## src/rtl/instr_fetch_ctrl.sv

```systemverilog
// Fetch sequencer: drives the PC into the instruction RAM, buffers {pc,instr} in a FIFO,
// handles redirects and HALT. Optional stall counter guarded by IFETCH_PERF_CNT_EN.
module instr_fetch_ctrl #(
  parameter int          FIFO_DEPTH  = 2,
  parameter logic [3:0]  RESET_PC    = 4'h0,
  parameter logic [3:0]  HALT_OPCODE = 4'hF
) (
  input  logic        clk,
  input  logic        reset,
  output logic [3:0]  imem_pc,
  input  logic [15:0] imem_instr,
  input  logic        fetch_en,
  input  logic        redirect_valid,
  input  logic [3:0]  redirect_pc,
  input  logic        resume,
  output logic        out_valid,
  input  logic        out_ready,
  output logic [15:0] out_instr,
  output logic [3:0]  out_pc,
  output logic        halted,
  output logic [15:0] stall_cycles
);

  localparam int            AW      = (FIFO_DEPTH > 1) ? $clog2(FIFO_DEPTH) : 1;
  localparam logic [AW:0]   DEPTH_C = (AW+1)'(FIFO_DEPTH);

  typedef struct packed {
    logic [3:0]  pc;
    logic [15:0] instr;
  } fentry_t;

  typedef enum logic {S_RUN, S_HALTED} state_t;

  fentry_t       fifo_q [FIFO_DEPTH];
  logic [AW-1:0] rd_ptr_q, wr_ptr_q;
  logic [AW:0]   count_q, count_d;
  logic [3:0]    fetch_pc_q;
  state_t        state_q;

  logic fetch_fire, pop, push_halt;

  assign imem_pc    = fetch_pc_q;
  assign out_valid  = (count_q != '0);
  assign out_instr  = fifo_q[rd_ptr_q].instr;
  assign out_pc     = fifo_q[rd_ptr_q].pc;
  assign halted     = (state_q == S_HALTED);

  // No bypass: a full FIFO blocks fetch even when the head is popped this cycle.
  assign fetch_fire = (state_q == S_RUN) && fetch_en && (count_q < DEPTH_C) && !redirect_valid;
  assign pop        = out_valid && out_ready && !redirect_valid;
  assign push_halt  = fetch_fire && (imem_instr[15:12] == HALT_OPCODE);

  always_comb begin
    count_d = count_q;
    case ({fetch_fire, pop})
      2'b10:   count_d = count_q + 1'b1;
      2'b01:   count_d = count_q - 1'b1;
      default: count_d = count_q;
    endcase
  end

  always_ff @(posedge clk) begin
    if (!reset) begin
      fetch_pc_q <= RESET_PC;
      count_q    <= '0;
      rd_ptr_q   <= '0;
      wr_ptr_q   <= '0;
      state_q    <= S_RUN;
    end else if (redirect_valid) begin
      fetch_pc_q <= redirect_pc;
      count_q    <= '0;
      rd_ptr_q   <= '0;
      wr_ptr_q   <= '0;
      state_q    <= S_RUN;
    end else begin
      count_q <= count_d;
      if (fetch_fire) begin
        fetch_pc_q <= fetch_pc_q + 4'd1;
        wr_ptr_q   <= wr_ptr_q + 1'b1;
      end
      if (pop) rd_ptr_q <= rd_ptr_q + 1'b1;
      case (state_q)
        S_RUN:    if (push_halt) state_q <= S_HALTED;
        S_HALTED: if (resume)    state_q <= S_RUN;
        default:                 state_q <= S_RUN;
      endcase
    end
  end

  // Storage needs no reset; count gates visibility of stale entries.
  always_ff @(posedge clk) begin
    if (fetch_fire) fifo_q[wr_ptr_q] <= '{pc: fetch_pc_q, instr: imem_instr};
  end

`ifdef IFETCH_PERF_CNT_EN
  logic [15:0] stall_q;
  always_ff @(posedge clk) begin
    if (!reset)
      stall_q <= '0;
    else if (out_valid && !out_ready && (stall_q != 16'hFFFF))
      stall_q <= stall_q + 16'd1;
  end
  assign stall_cycles = stall_q;
`else
  assign stall_cycles = 16'h0000;
`endif

endmodule

```

## config.mk

```make
export PLATFORM = sky130hd
export DESIGN_NAME = instr_fetch_ctrl
export DESIGN_NICKNAME = d
export VERILOG_FILES = /design/src/rtl/instr_fetch_ctrl.sv
export SDC_FILE = /design/constraint.sdc
export NUM_CORES = 1
export LEC_CHECK = 0
export CORE_ASPECT_RATIO = 1.1
export CORE_UTILIZATION = 45
export CTS_CLUSTER_DIAMETER = 30
export DETAILED_ROUTE_END_ITERATION = 8
export HOLD_SLACK_MARGIN = 0.15
export PLACE_DENSITY = 0.81
export SLEW_MARGIN = 5
export SYNTH_ARGS = -nofsm -noshare
export SYNTH_HDL_FRONTEND = slang
export SYNTH_SLANG_ARGS = --single-unit
```

## constraint.sdc

```tcl
create_clock -name clk -period 3 [get_ports clk]
set_input_delay 0.6 -clock clk [delete_from_list [all_inputs] [get_ports clk]]
set_output_delay 0.6 -clock clk [all_outputs]
set_load 0.02 [all_outputs]
```

### After elaboration in Yosys (flattened, before gate mapping)

Memories as Yosys holds them, arrays and structs flattened. A register that Yosys moved wholly into a read port is not among the register bits.
Cells that the tools add are included.

| operators by class | value |
|---|---|
| $add $sub $neg | 5 |
| $lt $le $gt $ge | 1 |
| equality and inequality tests | 3 |
| muxes and demuxes | 10 |
| bitwise operators | 2 |
| reduce and logical (&&, ||, !) cells | 11 |

Operator list:

| kind | count |
|---|---|
| 4-bit two-way mux | 2 |
| 1-bit logical AND | 6 |
| 1-bit two-way mux | 6 |
| 2-bit nonzero test | 3 |
| 4-bit by 1-bit adder with 4-bit output, second input constant | 1 |
| 4-bit == test, second input constant | 1 |
| 2-bit one-hot mux with 2 select lines | 1 |
| 1-bit adder, second input constant | 2 |
| 2-bit by 1-bit adder with 2-bit output, second input constant | 1 |
| 2-bit by 1-bit == test with 1-bit output, second input constant | 1 |
| 2-bit == test, second input constant | 1 |
| 2-bit < comparator, second input constant | 1 |
| 1-bit inverter | 2 |
| 1-bit one-hot mux with 2 select lines | 1 |
| 2-bit OR reduction | 1 |
| 2-bit by 1-bit subtractor with 2-bit output, second input constant | 1 |
| 1-bit logical NOT | 1 |

| word-level totals | value |
|---|---|
| register bits | 9 |
| memory bits (writable) | 40 |
| bits of input ports | 26 |
| output and inout bits | 42 |
| word-level logic and storage cells | 38 |
| memories kept | 1 |

Memory list:

| memory | words | bits a word | rd ports | clocked after memory_dff | write ports | line | RTL |
|---|---|---|---|---|---|---|---|
| fifo_q | 2 | 20 | 1 | 1 | 1 | 34 | `fentry_t fifo_q [FIFO_DEPTH];` |

### Depth between registers and ports, before layout

Gate-level depths: netlist of run 1.

| logic depth | value |
|---|---|
| depth in word-level cells | 7 |
| depth in mapped cells | 7 |
| mapped depth without buffers | 6 |

### Worst setup path before layout of run 1

Ideal clock, no wire load.

| path | value |
|---|---|
| kind | input -> register |
| start point | in fetch_en |
| end point | mem fifo_q[0][0] in the netlist's numbering (enable) |
| setup time | 0.397 ns |
| arrival time | 1.930 ns |
| data required time | 2.603 ns |
| slack | 0.673 ns |
| cell stages on the path | 3 |
| buffers on the path | 0 |
| cell sequence | nor3b_2 -> nand2_1 -> nor2_1 |

| on the way | value |
|---|---|
| word-level cells in the longest chain between the ends | 5 |

RTL lines:

| element | line | RTL |
|---|---|---|
| start, declared | 12 | `input logic fetch_en,` |
| 1-bit logical AND (3 in series) | 49 | `assign fetch_fire = (state_q == S_RUN) && fetch_en && (count_q < DEPTH_C) && !redirect_valid;` |
| 1-bit two-way mux | 92 | `if (fetch_fire) fifo_q[wr_ptr_q] <= '{pc: fetch_pc_q, instr: imem_instr};` |
| 1-bit two-way mux (not written as such) | 92 |  |
| end, declared | 34 |  |

Every way passes these cells.

==> reports/metrics.yaml, run 1 <==
grt_pass1_vias: 1207
max_stage_delay_ns: 0.55
ant_nets: 0
reg2regPathDepth: 5
fillers: 332
worstSetupPathDepth: 3
clkLatencyLatePin_ns: 0.30
routed_wl_mm: 3.33
start_kind: "register"
combPwrFrac_pct: 12.8
p_switching_w: 0.000292
die_area_sq_um: 4780
ctsHoldBuffers: 0
drt_iter0_drc: 72
hold_class: "reg -> reg"
post_synth_instance_area_sq_um: 2030
vias: 1194
htree_levels: 2
crit_path_cell_trace: "buf_4 > mux2_2 > clkdlybuf4s50_1"
power.total_w: 0.00131
path_buf_inv: 2
ir_drop_v: 0.000291
numPortBuffers: 51
dpl_worst_slack_ns: 0.590
path_class: "reg -> out"
synth_cell_type_count: 27
fin_tns_setup_ns: 0
slew_violations: 0
r2r_setup_slack_ns: 1.23
post-cts-setup-buffer-count: 0
yosysWarningCount: 0
cts-root-buf: "clkbuf_8"
path_delay_family: "buffers and inverters"
p_leak_nw: 0.939
place_hpwl_mm: 2.35
power.density_nw_per_um2: 495
synth_area_per_cell_sq_um: 15.2
cts_resized: 0
hold_viol: 0
drive_above_1_share_pct: 18.2
internal_power_w: 0.00102
path_max_fanout: 20
grt_max_degree: 21
reg2reg_to: "count_q[1]$_SDFFE_PP0P_"
rows: 25
setup_viol: 0
rsz0062_at_grt: "no"
tritoncts: "done"
max_freq_mhz: 415
ys_ff_latch: 50
timing.final.ws_setup_ns: 0.591
gp_congestion: 0.670
area.growth.synth_to_final_pct: 30.4
vias_per_cell: 4.85
nets: 219
gr-total-overflow: 0
required_ns: 2.40
ios: 68
start_util_pct: 47.0
finClkSkew_ns: 0.00483
clkTransAtPathRegs_ns: 0.08
coreArea_sq_um: 4320
clock_path_buffers: 2
reg2reg_from: "count_q[1]$_SDFFE_PP0P_"
detail_route.wl_per_cell_um: 13.5
die_y_um: 72.4
status: "finished clean"
antenna_cells: 0
drc_errors: 0
cts_sinks: 50
fin_crit_ns: 2.41
cts-buffers-inserted: 5
ys_seq_area_share_pct: 69.1
firstDrtPassIters: 4
die_w_um: 66.0
arrival_ns: 1.81
setup.worst_path.end_class: "output pin"
period_share_pct: 80.3
sw_frac_of_total_pct: 22.3
critPathCapture: "out_pc[3]"
track_usage_pct: 15.9
cap_violations: 0
synthCells: 133
pwr-share-clk_pct: 27.2
share_seq_of_total_power_pct: 60.0
antenna_found_initial: 0
grt_pass1_wl_mm: 5.34
crit_path_top_delay_cell: "clkdlybuf4s50_1"
[how the worst min path moves through the flow]
stage	cells past startpoint	to	slack, ns	from
final	2	rd_ptr_q$_SDFFE_PP0P_	0.52	rd_ptr_q$_SDFFE_PP0P_
after global routing	0	fifo_q[1][19]$_DFFE_PP_	0.56	imem_pc[3]$_SDFFE_PN0P_
after detailed placement	2	rd_ptr_q$_SDFFE_PP0P_	0.50	rd_ptr_q$_SDFFE_PP0P_
after floorplan	2	register	0.47	rd_ptr_q$_SDFFE_PP0P_
after CTS	2	rd_ptr_q$_SDFFE_PP0P_	0.52	rd_ptr_q$_SDFFE_PP0P_
after global placement	2	rd_ptr_q$_SDFFE_PP0P_	0.50	rd_ptr_q$_SDFFE_PP0P_
[final cells by class]
type	count	area, sq um	area share [%]
Tap cell	54	67.6	2.55
Inverter	2	7.51	0.284
Clock buffer	6	72.6	2.74
Clock inverter	2	8.76	0.331
Timing Repair Buffer	55	541	20.4
Sequential cell	50	1400	53.0
Multi-Input combinational cell	77	547	20.7
[worst register-to-register path: stages (launching register included)]
cell	delay, ns
dfxtp_1	0.36
o21ai_0	0.32
nor2_1	0.09
ha_1	0.32
or3_2	0.46
a21oi_1	0.15
[metal layers]
metal | vias to the layer above | global-route usage (%) | wire, um
li1 | 568 | - | -
met1 | 571 | 17.8 | 1410
met2 | 52 | 27.3 | 1680
met3 | 3 | 6.60 | 194
met4 | 0 | 4.96 | 40
met5 | - | 0 | 0
[synthesized netlist by cell type]
| cell | number | area, sq um |
|---|---|---|
| edfxtp_1 | 40 | 1200 |
| mux2_2 | 20 | 225 |
| buf_4 | 16 | 120 |
| dfxtp_1 | 10 | 200 |
| nor2_1 | 7 | 26.3 |
| o21ai_0 | 7 | 35.0 |
| nand2_1 | 4 | 15.0 |
| clkbuf_1 | 3 | 11.3 |
| xnor2_1 | 3 | 26.3 |
| a21oi_1 | 2 | 10.0 |
| a31oi_1 | 2 | 12.5 |
| ha_1 | 2 | 25.0 |
| inv_1 | 2 | 7.51 |
| xor2_1 | 2 | 17.5 |
| a211oi_1 | 1 | 7.51 |
| a2bb2oi_1 | 1 | 8.76 |
| and3_1 | 1 | 6.26 |
| and4_1 | 1 | 8.76 |
| conb_1 | 1 | 3.75 |
| nand3_1 | 1 | 5.00 |
| nand4_1 | 1 | 6.26 |
| nor3_1 | 1 | 5.00 |
| nor3b_2 | 1 | 12.5 |
| or2_2 | 1 | 6.26 |
| or3_1 | 1 | 6.26 |
| or3_2 | 1 | 7.51 |
| or3b_4 | 1 | 11.3 |
[metrics by stage]
| step | instances | hold WS [ns] | utilization, % | cell area (sq um) |
|---|---|---|---|---|
| finish | 246 | 0.522 | 61.3 | 2650 |
| detailed placement | 238 | 0.504 | 59.4 | 2560 |
| floorplan | 148 | 0.472 | - | 2080 |
| global route | 246 | 0.557 | 61.3 | 2650 |
| CTS | 246 | 0.521 | 61.3 | 2650 |
| global placement | 238 | 0.499 | 59.4 | 2560 |
[cell families (layout without fill, tap and decap cells)]
family,after synthesis,count (layout),share of synthesized area [%]
and+or+nand+nor,21,21,5.74
muxes,20,20,11.1
other,1,16,0.185
adders and majority gates,2,2,1.23
AOI/OAI and AO/OA,13,13,3.64
DFF,50,50,69.1
xor gates and xnor gates,5,5,2.16
buffers and inverters,21,65,6.85
[sequential cells by signal, summed over array words and instances, names as in the netlist, named ones only]
name      count
fifo_q       40
imem_pc       4
count_q       2
halted        1
rd_ptr_q      1
wr_ptr_q      1
[cell usage in the layout (no fill, tap or decap), types with 2 or more instances in the layout]
cell type,n
dfxtp_1,10
clkbuf_8,5
ha_1,2
a31oi_1,2
xnor2_1,3
edfxtp_1,40
xor2_1,2
nand2_1,4
inv_1,2
buf_4,4
a21oi_1,2
nor2_1,6
conb_1,16
clkdlybuf4s50_1,51
o21ai_0,7
mux2_2,20
[power groups by stage]
| stage | combinational (W) | sequential [W] | clock [W] |
|---|---|---|---|
| floorplan | 0.0000951 | 0.000804 | 0 |
| global placement | 0.000164 | 0.000800 | 0 |
| detailed placement | 0.000169 | 0.000801 | 0 |
| CTS | 0.000169 | 0.000785 | 0.000366 |
| global route | 0.000181 | 0.000789 | 0.000398 |
| finish | 0.000168 | 0.000786 | 0.000356 |
Power figures use the tool's default switching activity.
==> inputs of run 2 (changes only) <==
Clock period 3 ns to 2.3 ns, I/O delays scaled along.
==> reports/metrics.yaml, run 2 (synthesis gave the netlist of run 1 again) <==
clkTransAtPathRegs_ns: 0.09
p_leak_nw: 0.960
vias_per_cell: 4.84
path_buf_inv: 2
hold_viol: 0
vias: 1195
antenna_cells: 0
finClkSkew_ns: 0.00627
clock_path_buffers: 2
required_ns: 1.84
nets: 220
arrival_ns: 1.75
gr-total-overflow: 0
drt_iter0_drc: 54
fin_crit_ns: 2.21
setup.worst_path.end_class: "output pin"
ir_drop_v: 0.000346
crit_path_top_delay_cell: "clkdlybuf4s50_1"
path_delay_family: "buffers and inverters"
cap_violations: 0
grt_max_degree: 21
final_common_cell: "clkdlybuf4s50_1"
track_usage_pct: 15.7
setup_viol: 0
die_area_sq_um: 4780
status: "finished clean"
grt_pass1_vias: 1202
htree_levels: 2
power.density_nw_per_um2: 681
cts-root-buf: "clkbuf_8"
path_class: "reg -> out"
drive_above_1_share_pct: 19.7
cts_sinks: 50
routed_wl_mm: 3.44
ios: 68
largest_reg_flops: 40
die_w_um: 66.0
dp_cells: 239
coreArea_sq_um: 4320
internal_power_w: 0.00145
detail_route.wl_per_cell_um: 13.9
tritoncts: "done"
start_kind: "register"
max_freq_mhz: 452
whs_path_depth: 2
crit_path_cell_trace: "buf_12 > mux2_2 > clkdlybuf4s50_1"
gp_congestion: 0.682
cts-buffers-inserted: 5
die_y_um: 72.4
path_max_fanout: 20
period_share_pct: 96.1
share_seq_of_total_power_pct: 55.3
grt_pass1_wl_mm: 5.42
area.growth.synth_to_final_pct: 34.2
drc_errors: 0
rsz0062_at_grt: "no"
p_switching_w: 0.000408
top_register: "fifo_q"
sw_frac_of_total_pct: 22.0
combPwrFrac_pct: 12.1
post-cts-setup-buffer-count: 0
hold_class: "reg -> reg"
ctsHoldBuffers: 0
worstSetupPathDepth: 3
clkLatencyLatePin_ns: 0.30
numPortBuffers: 51
max_stage_delay_ns: 0.56
pwr-share-clk_pct: 32.6
firstDrtPassIters: 4
cts_resized: 0
antenna_found_initial: 0
reg2regPathDepth: 5
rows: 25
ant_nets: 0
layout_common_cells: "51 x clkdlybuf4s50_1, 40 x edfxtp_1, 20 x mux2_2"
slew_violations: 0
start_util_pct: 47.0
power.total_w: 0.00185
instances_no_fill: 247
place_hpwl_mm: 2.43
[run 2: stage by stage]
stage	TNS [ns]	hold slack, ns	cell area (sq um)	setup WS, ns	utilization [%]
floorplan	0	0.472	2080	0.113	-
global placement	0	0.505	2610	0.124	60.4
detailed placement	-0.0173	0.511	2610	-0.0173	60.4
CTS	0	0.534	2720	0.0833	63.1
global route	0	0.556	2720	0.0503	63.1
finish	0	0.529	2720	0.0893	63.1
[run 2: tightest hold or removal path: stages, from the launching register on]
cell and delay [ns]:
dfxtp_1 0.35, xor2_1 0.08, nor2_1 0.07
[run 2: worst paths after layout]
path                                         startpoint                      end  slack, ns
worst max-delay path                           register                out_pc[1]       0.09
worst min-delay path              rd_ptr_q$_SDFFE_PP0P_                 register       0.53
worst min register to register    rd_ptr_q$_SDFFE_PP0P_                 register       0.53
worst max register to register  count_q[1]$_SDFFE_PP0P_  count_q[1]$_SDFFE_PP0P_       0.52
[run 2: area by class of cell]
cell class | instances | area, sq um
inverters | 2 | 7.51
clock buffers | 5 | 68.8
well taps | 54 | 67.6
multi-input cells | 77 | 547
flip-flops and latches | 50 | 1400
repair buffers | 56 | 586
clock inverters | 3 | 45.0
fillers | 316 | 1590
[run 2: power by group through the flow]
| stage | Combinational [W] | Sequential (W) | Clock [W] |
|---|---|---|---|
| 2_1_floorplan | 0.000124 | 0.00105 | 0 |
| 3_3_place_gp | 0.000220 | 0.00104 | 0 |
| 3_5_place_dp | 0.000224 | 0.00105 | 0 |
| 4_1_cts | 0.000226 | 0.00103 | 0.000618 |
| 5_1_grt | 0.000240 | 0.00103 | 0.000658 |
| 6_report | 0.000224 | 0.00103 | 0.000605 |
[run 2: per-layer routing]
metal,share of wire [%],wire [um],GRT usage [%]
met5,0,0,0
met4,1.2,40,5.67
met3,5.8,201,4.87
met2,51,1750,28.0
met1,42,1440,17.5
